[config.mk]
export PLATFORM = sky130hd
export DESIGN_NAME = memory_dumper_flat
export DESIGN_NICKNAME = d
export VERILOG_FILES = /design/src/rtl/memory_dumper_if.sv /design/src/rtl/memory_dumper.sv /design/src/flat_wrapper.sv
export SDC_FILE = /design/constraint.sdc
export NUM_CORES = 1
export LEC_CHECK = 0
export CORE_ASPECT_RATIO = 0.7
export CORE_MARGIN = 3
export CORE_UTILIZATION = 44
export CTS_BUF_LIST = sky130_fd_sc_hd__clkbuf_4 sky130_fd_sc_hd__clkbuf_8
export CTS_CLUSTER_DIAMETER = 200
export DETAILED_ROUTE_END_ITERATION = 10
export PLACE_DENSITY = 0.86
export SETUP_SLACK_MARGIN = 0.1
export SKIP_LAST_GASP = 1
export SLEW_MARGIN = 20
export SYNTH_ARGS = -nofsm -noshare
export SYNTH_HDL_FRONTEND = slang
export SYNTH_SLANG_ARGS = --single-unit
[constraint.sdc]
create_clock -name clock -period 2 [get_ports clock]
set_clock_uncertainty 0.1 [all_clocks]
set_input_delay 0.2 -clock clock [delete_from_list [all_inputs] [get_ports clock]]
set_output_delay 0.2 -clock clock [all_outputs]
set_load 0.01 [all_outputs]
[src/rtl/memory_dumper_if.sv]
// Memory-read and output-stream bundle for memory_dumper.
//   mem_addr / mem_read  : read request toward the unified memory read port
//   mem_read_data        : memory data, valid one cycle after mem_read is sampled
//   out_data / out_valid / out_last / out_ready : valid/ready word stream to the consumer
// The master modport is the dumper side; the slave modport is the memory plus consumer side.
interface memory_dumper_if #(
   parameter int WORD_SIZE     = 16,
   parameter int MEM_ADDR_SIZE = 8
);
   logic [MEM_ADDR_SIZE-1:0] mem_addr;
   logic                     mem_read;
   logic [WORD_SIZE-1:0]     mem_read_data;
   logic [WORD_SIZE-1:0]     out_data;
   logic                     out_valid;
   logic                     out_ready;
   logic                     out_last;

   modport master (
      output mem_addr,
      output mem_read,
      input  mem_read_data,
      output out_data,
      output out_valid,
      input  out_ready,
      output out_last
   );

   modport slave (
      input  mem_addr,
      input  mem_read,
      output mem_read_data,
      input  out_data,
      input  out_valid,
      output out_ready,
      input  out_last
   );
endinterface

[src/rtl/memory_dumper.sv]
// Reads a contiguous range of memory and streams each word out, ascending address order,
// one word at a time over a valid/ready interface.
// Ports:
//   clock, reset   : rising-edge clock, asynchronous active-high reset
//   start_dump     : dump request, sampled only in IDLE or DONE
//   dump_base      : first address, latched on start
//   dump_count     : word count, latched on start and clamped to MEM_SIZE
//   dump_busy      : high while a dump is in progress (ISSUE/CAPTURE/SEND)
//   dump_complete  : high in DONE until the next start or reset
//   bus            : memory read port and output stream (memory_dumper_if.master)
//
// state   | meaning
// IDLE    | after reset, waiting for start_dump
// ISSUE   | read strobe presented, memory samples the address
// CAPTURE | memory data returned, loaded into the output register
// SEND    | out_valid held until the consumer accepts
// DONE    | dump finished, dump_complete high, waiting for a new start
module memory_dumper #(
   parameter int WORD_SIZE     = 16,
   parameter int MEM_ADDR_SIZE = 8,
   parameter int MEM_SIZE      = 256
) (
   input  logic                     clock,
   input  logic                     reset,
   input  logic                     start_dump,
   input  logic [MEM_ADDR_SIZE-1:0] dump_base,
   input  logic [MEM_ADDR_SIZE:0]   dump_count,
   output logic                     dump_busy,
   output logic                     dump_complete,
   memory_dumper_if.master          bus
);

   localparam logic [2:0] IDLE    = 3'd0;
   localparam logic [2:0] ISSUE   = 3'd1;
   localparam logic [2:0] CAPTURE = 3'd2;
   localparam logic [2:0] SEND    = 3'd3;
   localparam logic [2:0] DONE    = 3'd4;

   localparam logic [MEM_ADDR_SIZE:0]   MEM_SIZE_C = (MEM_ADDR_SIZE+1)'(MEM_SIZE);
   localparam logic [MEM_ADDR_SIZE-1:0] LAST_ADDR  = MEM_ADDR_SIZE'(MEM_SIZE - 1);

   logic [2:0]               state;
   logic [MEM_ADDR_SIZE:0]   remaining;
   logic [MEM_ADDR_SIZE-1:0] addr;
   logic                     rd;
   logic [WORD_SIZE-1:0]     data;
   logic                     valid;
   logic                     last;

   logic [MEM_ADDR_SIZE:0]   count_clamped;
   logic [MEM_ADDR_SIZE-1:0] addr_next;

   assign count_clamped = (dump_count > MEM_SIZE_C) ? MEM_SIZE_C : dump_count;
   // Wrap modulo MEM_SIZE, which need not be a power of two.
   assign addr_next     = (addr == LAST_ADDR) ? '0 : addr + MEM_ADDR_SIZE'(1);

   assign bus.mem_addr  = addr;
   assign bus.mem_read  = rd;
   assign bus.out_data  = data;
   assign bus.out_valid = valid;
   assign bus.out_last  = last;

   always_ff @(posedge clock or posedge reset) begin
      if (reset) begin
         state         <= IDLE;
         remaining     <= '0;
         addr          <= '0;
         rd            <= 1'b0;
         data          <= '0;
         valid         <= 1'b0;
         last          <= 1'b0;
         dump_busy     <= 1'b0;
         dump_complete <= 1'b0;
      end else begin
         case (state)
            IDLE, DONE: begin
               if (start_dump) begin
                  dump_complete <= 1'b0;
                  remaining     <= count_clamped;
                  if (count_clamped == '0) begin
                     state     <= DONE;
                     dump_busy <= 1'b0;
                  end else begin
                     addr      <= dump_base;
                     rd        <= 1'b1;
                     dump_busy <= 1'b1;
                     state     <= ISSUE;
                  end
               end else if (state == DONE && !dump_complete) begin
                  // Empty dump: completion is reported one cycle after the start.
                  dump_complete <= 1'b1;
               end
            end
            ISSUE: begin
               rd    <= 1'b0;
               state <= CAPTURE;
            end
            CAPTURE: begin
               data  <= bus.mem_read_data;
               valid <= 1'b1;
               last  <= (remaining == (MEM_ADDR_SIZE+1)'(1));
               state <= SEND;
            end
            SEND: begin
               if (bus.out_ready) begin
                  valid     <= 1'b0;
                  remaining <= remaining - (MEM_ADDR_SIZE+1)'(1);
                  if (remaining == (MEM_ADDR_SIZE+1)'(1)) begin
                     last          <= 1'b0;
                     dump_complete <= 1'b1;
                     dump_busy     <= 1'b0;
                     state         <= DONE;
                  end else begin
                     addr  <= addr_next;
                     rd    <= 1'b1;
                     state <= ISSUE;
                  end
               end
            end
            default: begin
               state     <= IDLE;
               rd        <= 1'b0;
               valid     <= 1'b0;
               last      <= 1'b0;
               dump_busy <= 1'b0;
            end
         endcase
      end
   end

endmodule

[src/flat_wrapper.sv]
// flat-port wrapper written by rule: the top's interface ports become plain ports
module memory_dumper_flat 
#(
   parameter int WORD_SIZE     = 16,
   parameter int MEM_ADDR_SIZE = 8,
   parameter int MEM_SIZE      = 256
)
  (clock, reset, start_dump, dump_base, dump_count, dump_busy, dump_complete, bus_mem_addr, bus_mem_read, bus_mem_read_data, bus_out_data, bus_out_valid, bus_out_ready, bus_out_last);
  memory_dumper_if #(.WORD_SIZE(WORD_SIZE), .MEM_ADDR_SIZE(MEM_ADDR_SIZE)) bus_i ();
  input  logic clock;
  input  logic reset;
  input  logic start_dump;
  input  logic [MEM_ADDR_SIZE-1:0] dump_base;
  input  logic [MEM_ADDR_SIZE:0] dump_count;
  output logic dump_busy;
  output logic dump_complete;
  output wire logic [$bits(bus_i.mem_addr)-1:0] bus_mem_addr;
  output wire logic [$bits(bus_i.mem_read)-1:0] bus_mem_read;
  input wire logic [$bits(bus_i.mem_read_data)-1:0] bus_mem_read_data;
  output wire logic [$bits(bus_i.out_data)-1:0] bus_out_data;
  output wire logic [$bits(bus_i.out_valid)-1:0] bus_out_valid;
  input wire logic [$bits(bus_i.out_ready)-1:0] bus_out_ready;
  output wire logic [$bits(bus_i.out_last)-1:0] bus_out_last;
  assign bus_mem_addr = bus_i.mem_addr;
  assign bus_mem_read = bus_i.mem_read;
  assign bus_i.mem_read_data = bus_mem_read_data;
  assign bus_out_data = bus_i.out_data;
  assign bus_out_valid = bus_i.out_valid;
  assign bus_i.out_ready = bus_out_ready;
  assign bus_out_last = bus_i.out_last;
  memory_dumper #(.WORD_SIZE(WORD_SIZE), .MEM_ADDR_SIZE(MEM_ADDR_SIZE), .MEM_SIZE(MEM_SIZE)) u_core (.clock(clock), .reset(reset), .start_dump(start_dump), .dump_base(dump_base), .dump_count(dump_count), .dump_busy(dump_busy), .dump_complete(dump_complete), .bus(bus_i));
endmodule
==> out/qor.yml <==
layout:
  drive_above_1_share_pct: 23.30
  diodes: 0
  final_util_pct: 69.32
  fill_cells: 370
  nNetsFinal: 348
  syn_to_final_growth_pct: 49.20
sta:
  setup_viol: 0
  rsz0062_at_grt: "true"
  hold_viol: 0
  setup_slack_ns: 0.09727
  hold_ws_ns: 0.2494
  max_freq_ghz: 0.5256
  slew_viol_final: 0
  slew_headroom_pct: 65.59
  finalCritPeriodShare_pct: 95.14
  tightest_slew_ns: 0.5162
  finalCriticalPeriod_ns: 1.903
power:
  p_int_mw: 3.004
  vdd_drop_max_mv: 0.7661
  p_clk_share_pct: 10.7
  p_sw_share_pct: 40.15
  p_comb_share_pct: 57.8
  p_sw_mw: 2.015
  p_leak_nw: 1.401
  pwr-share-seq_pct: 31.5
  p_per_area_mw_per_mm2: 1489
worst_setup_path:
  worstPathRequired_ns: 2.11
  end_kind: "flip-flop"
  cp_num_cells: 7
  cp_data_arrival_time_ns: 2.01
  cpMostUsedCell: "buf_4"
  cp_num_buf_inv: 2
  crit_family: "simple AND/OR/NAND/NOR gates"
  max_stage_delay_ns: 0.44
  cp_slowest_cell: "dfrtp_2"
  path_cells: "ha_4 > or3b_4 > nor4_4 > buf_4 > buf_4 > or3_4 > o31ai_2"
  startpoint_type: "flip-flop"
  crit_fanout: 4
  path_class: "reg -> reg"
  worst_r2r_path_depth: 7
synth:
  syn_nets: 257
  synthTopCellsByCount: "dfrtp_1 (41), mux2_1 (16), nor2_1 (16)"
  synth-seq-area-share_pct: 45.43
  synth_area_leaders: "dfrtp_1 (45%), mux2_1 (8.0%), nor2_1 (2.7%)"
  ys_seq_elements: 41
  synth.distinct_cells: 56
  synth_area_mm2: 0.002258
  yosysTopAreaCell: "dfrtp_1"
  yosysWarnings: 0
  synth_edf_count: 0
  syn_inst: 217
  synth_ff_type: "dfrtp_1"
  async_flop_share_pct: 100.0
  postSynthAreaPerCell_um2: 10.41
  synth_top_area_share_pct: 45.43
  synth.most_common_cell: "dfrtp_1"
placement:
  io_buffers: 65
  hpwl_mm: 4.415
  gp_congestion: 0.9140
  post-place-ws_ns: -0.1644
clock_tree:
  clockRootBuffer: "clkbuf_8"
  cts-buffers-inserted: 5
  worstSkewPairLatency_ns: 0.30
  clk_path_buf_depth: 2
  clkTransAtPathRegs_ns: 0.08
  ctsHoldBuffers: 0
  clkSinkCount: 41
  cts_tree: "built"
  cts_htree_levels: 2
floorplan:
  die_area_mm2: 0.006042
  num_rows: 21
  start_util_pct: 46.46
  core_area_mm2: 0.004861
  die_y_um: 65.94
  io-pin-count: 66
  die_x_um: 91.63
grt:
  antenna_found_initial: 0
  grt_usage_pct: 21.79
  grt_max_degree: 42
  grt_pass1_wl_mm: 10.43
  grt_pass1_vias: 2149
  grt-ovfl-total: 0
detailed_routing:
  wl_mm: 6.214
  drt_iter0_markers: 185
  postRouteAntennaNets: 0
  vias_per_cell: 5.577
  wire_per_inst_um: 16.44
  dr.pass1.iters: 4
  dr_total_vias: 2108
  drc: 0
flow_run:
  maxCapViolations: 0
status:
  outcome: "finished, final reports clean"
hold_path:
  hold_class: "in -> async"
[repair_timing]
action / in CTS / in global routing
resized for setup: 7 / 16
gates cloned: 0 / 0
pin swaps: 4 / 9
endpoints found under the setup margin: 9 / 17
buffers inserted: 4 / 3
[final timing paths]
| kind | to | from | slack (ns) |
|---|---|---|---|
| setup / recovery | u_core.bus.mem_addr[7]$_DFFE_PP0P_ | u_core.remaining[0]$_DFFE_PP0P_ | 0.1 |
| setup reg to reg | u_core.bus.mem_addr[7]$_DFFE_PP0P_ | u_core.remaining[0]$_DFFE_PP0P_ | 0.1 |
| max in group asynchronous | u_core.remaining[0]$_DFFE_PP0P_ | reset | 1.16 |
| hold / removal | u_core.remaining[5]$_DFFE_PP0P_ | reset | 0.25 |
| hold reg to reg | u_core.bus.out_data[4]$_DFFE_PP0P_ | u_core.bus.out_data[4]$_DFFE_PP0P_ | 0.39 |
| min in group clock | u_core.remaining[3]$_DFFE_PP0P_ | dump_count[3] | 0.30 |
[layer usage]
layer  vias up  track usage [%]  part of all wire (%)
li1       1008                -                     -
met1       993            29.69                    44
met2        97            34.67                    46
met3        10            4.664                   8.5
met4         0            7.143                   1.5
met5         -                0                     0
[registers in the layout (all words and copies together), names as in the netlist]
| signal | count |
|---|---|
| u_core.dump_complete | 1 |
| u_core.bus.out_last | 1 |
| u_core.bus.mem_read | 1 |
| u_core.state | 3 |
| u_core.dump_busy | 1 |
| u_core.bus.mem_addr | 8 |
| u_core.bus.out_data | 16 |
| u_core.bus.out_valid | 1 |
| u_core.remaining | 9 |
[placed cells by master, fill, tap and decap left out, types with 5 or more instances in the layout]
master	count
a21oi_1	10
a2bb2oi_1	6
buf_4	30
clkbuf_8	5
clkdlybuf4s50_1	64
dfrtp_1	39
inv_1	6
mux2_1	16
nand2_1	12
nand3_1	5
nor2_1	15
o21ai_0	10
[cells by family (layout without fill, tap and decap cells)]
logic type | after synthesis | after routing | synth area share, %
muxes | 19 | 19 | 9.584
buffers and inverters | 20 | 112 | 3.989
and+or+nand+nor | 69 | 69 | 19.00
adders and majority gates | 3 | 3 | 1.662
DFF | 41 | 41 | 45.43
AOI/OAI and AO/OA | 65 | 65 | 20.33
[per-stage QoR]
| stage | instances | cell area (um^2) | setup TNS, ns | power, mW |
|---|---|---|---|---|
| floorplan | 217 | 2258 | 0 | 3.096 |
| global placement | 364 | 3127 | -0.7938 | 4.215 |
| detailed placement | 364 | 3127 | -1.066 | 4.289 |
| CTS | 376 | 3277 | 0 | 4.928 |
| global route | 378 | 3369 | 0 | 5.384 |
| finish | 378 | 3369 | 0 | 5.018 |
[worst min-delay path, delay by kind of cell]
kind     cells  cell delay (ns)
buf+inv      3             0.90
[power groups by stage]
stage / combinational, mW / sequential, mW / clock [mW]
2_1_floorplan: 1.46 / 1.64 / 0
3_3_place_gp: 2.67 / 1.55 / 0
3_5_place_dp: 2.73 / 1.56 / 0
4_1_cts: 2.80 / 1.57 / 0.558
5_1_grt: 3.15 / 1.65 / 0.585
6_report: 2.90 / 1.58 / 0.535
[area by class of cell]
type	count	area [um^2]	share of cell area (%)
Sequential cell	41	1028	30.52
Timing Repair Buffer	97	900.9	26.74
Clock inverter	2	10.01	0.2971
Tap cell	69	86.33	2.562
Multi-Input combinational cell	156	1241	36.84
Inverter	7	26.28	0.7798
Clock buffer	6	76.32	2.265
No activity file was read; power rests on OpenSTA's default activity.
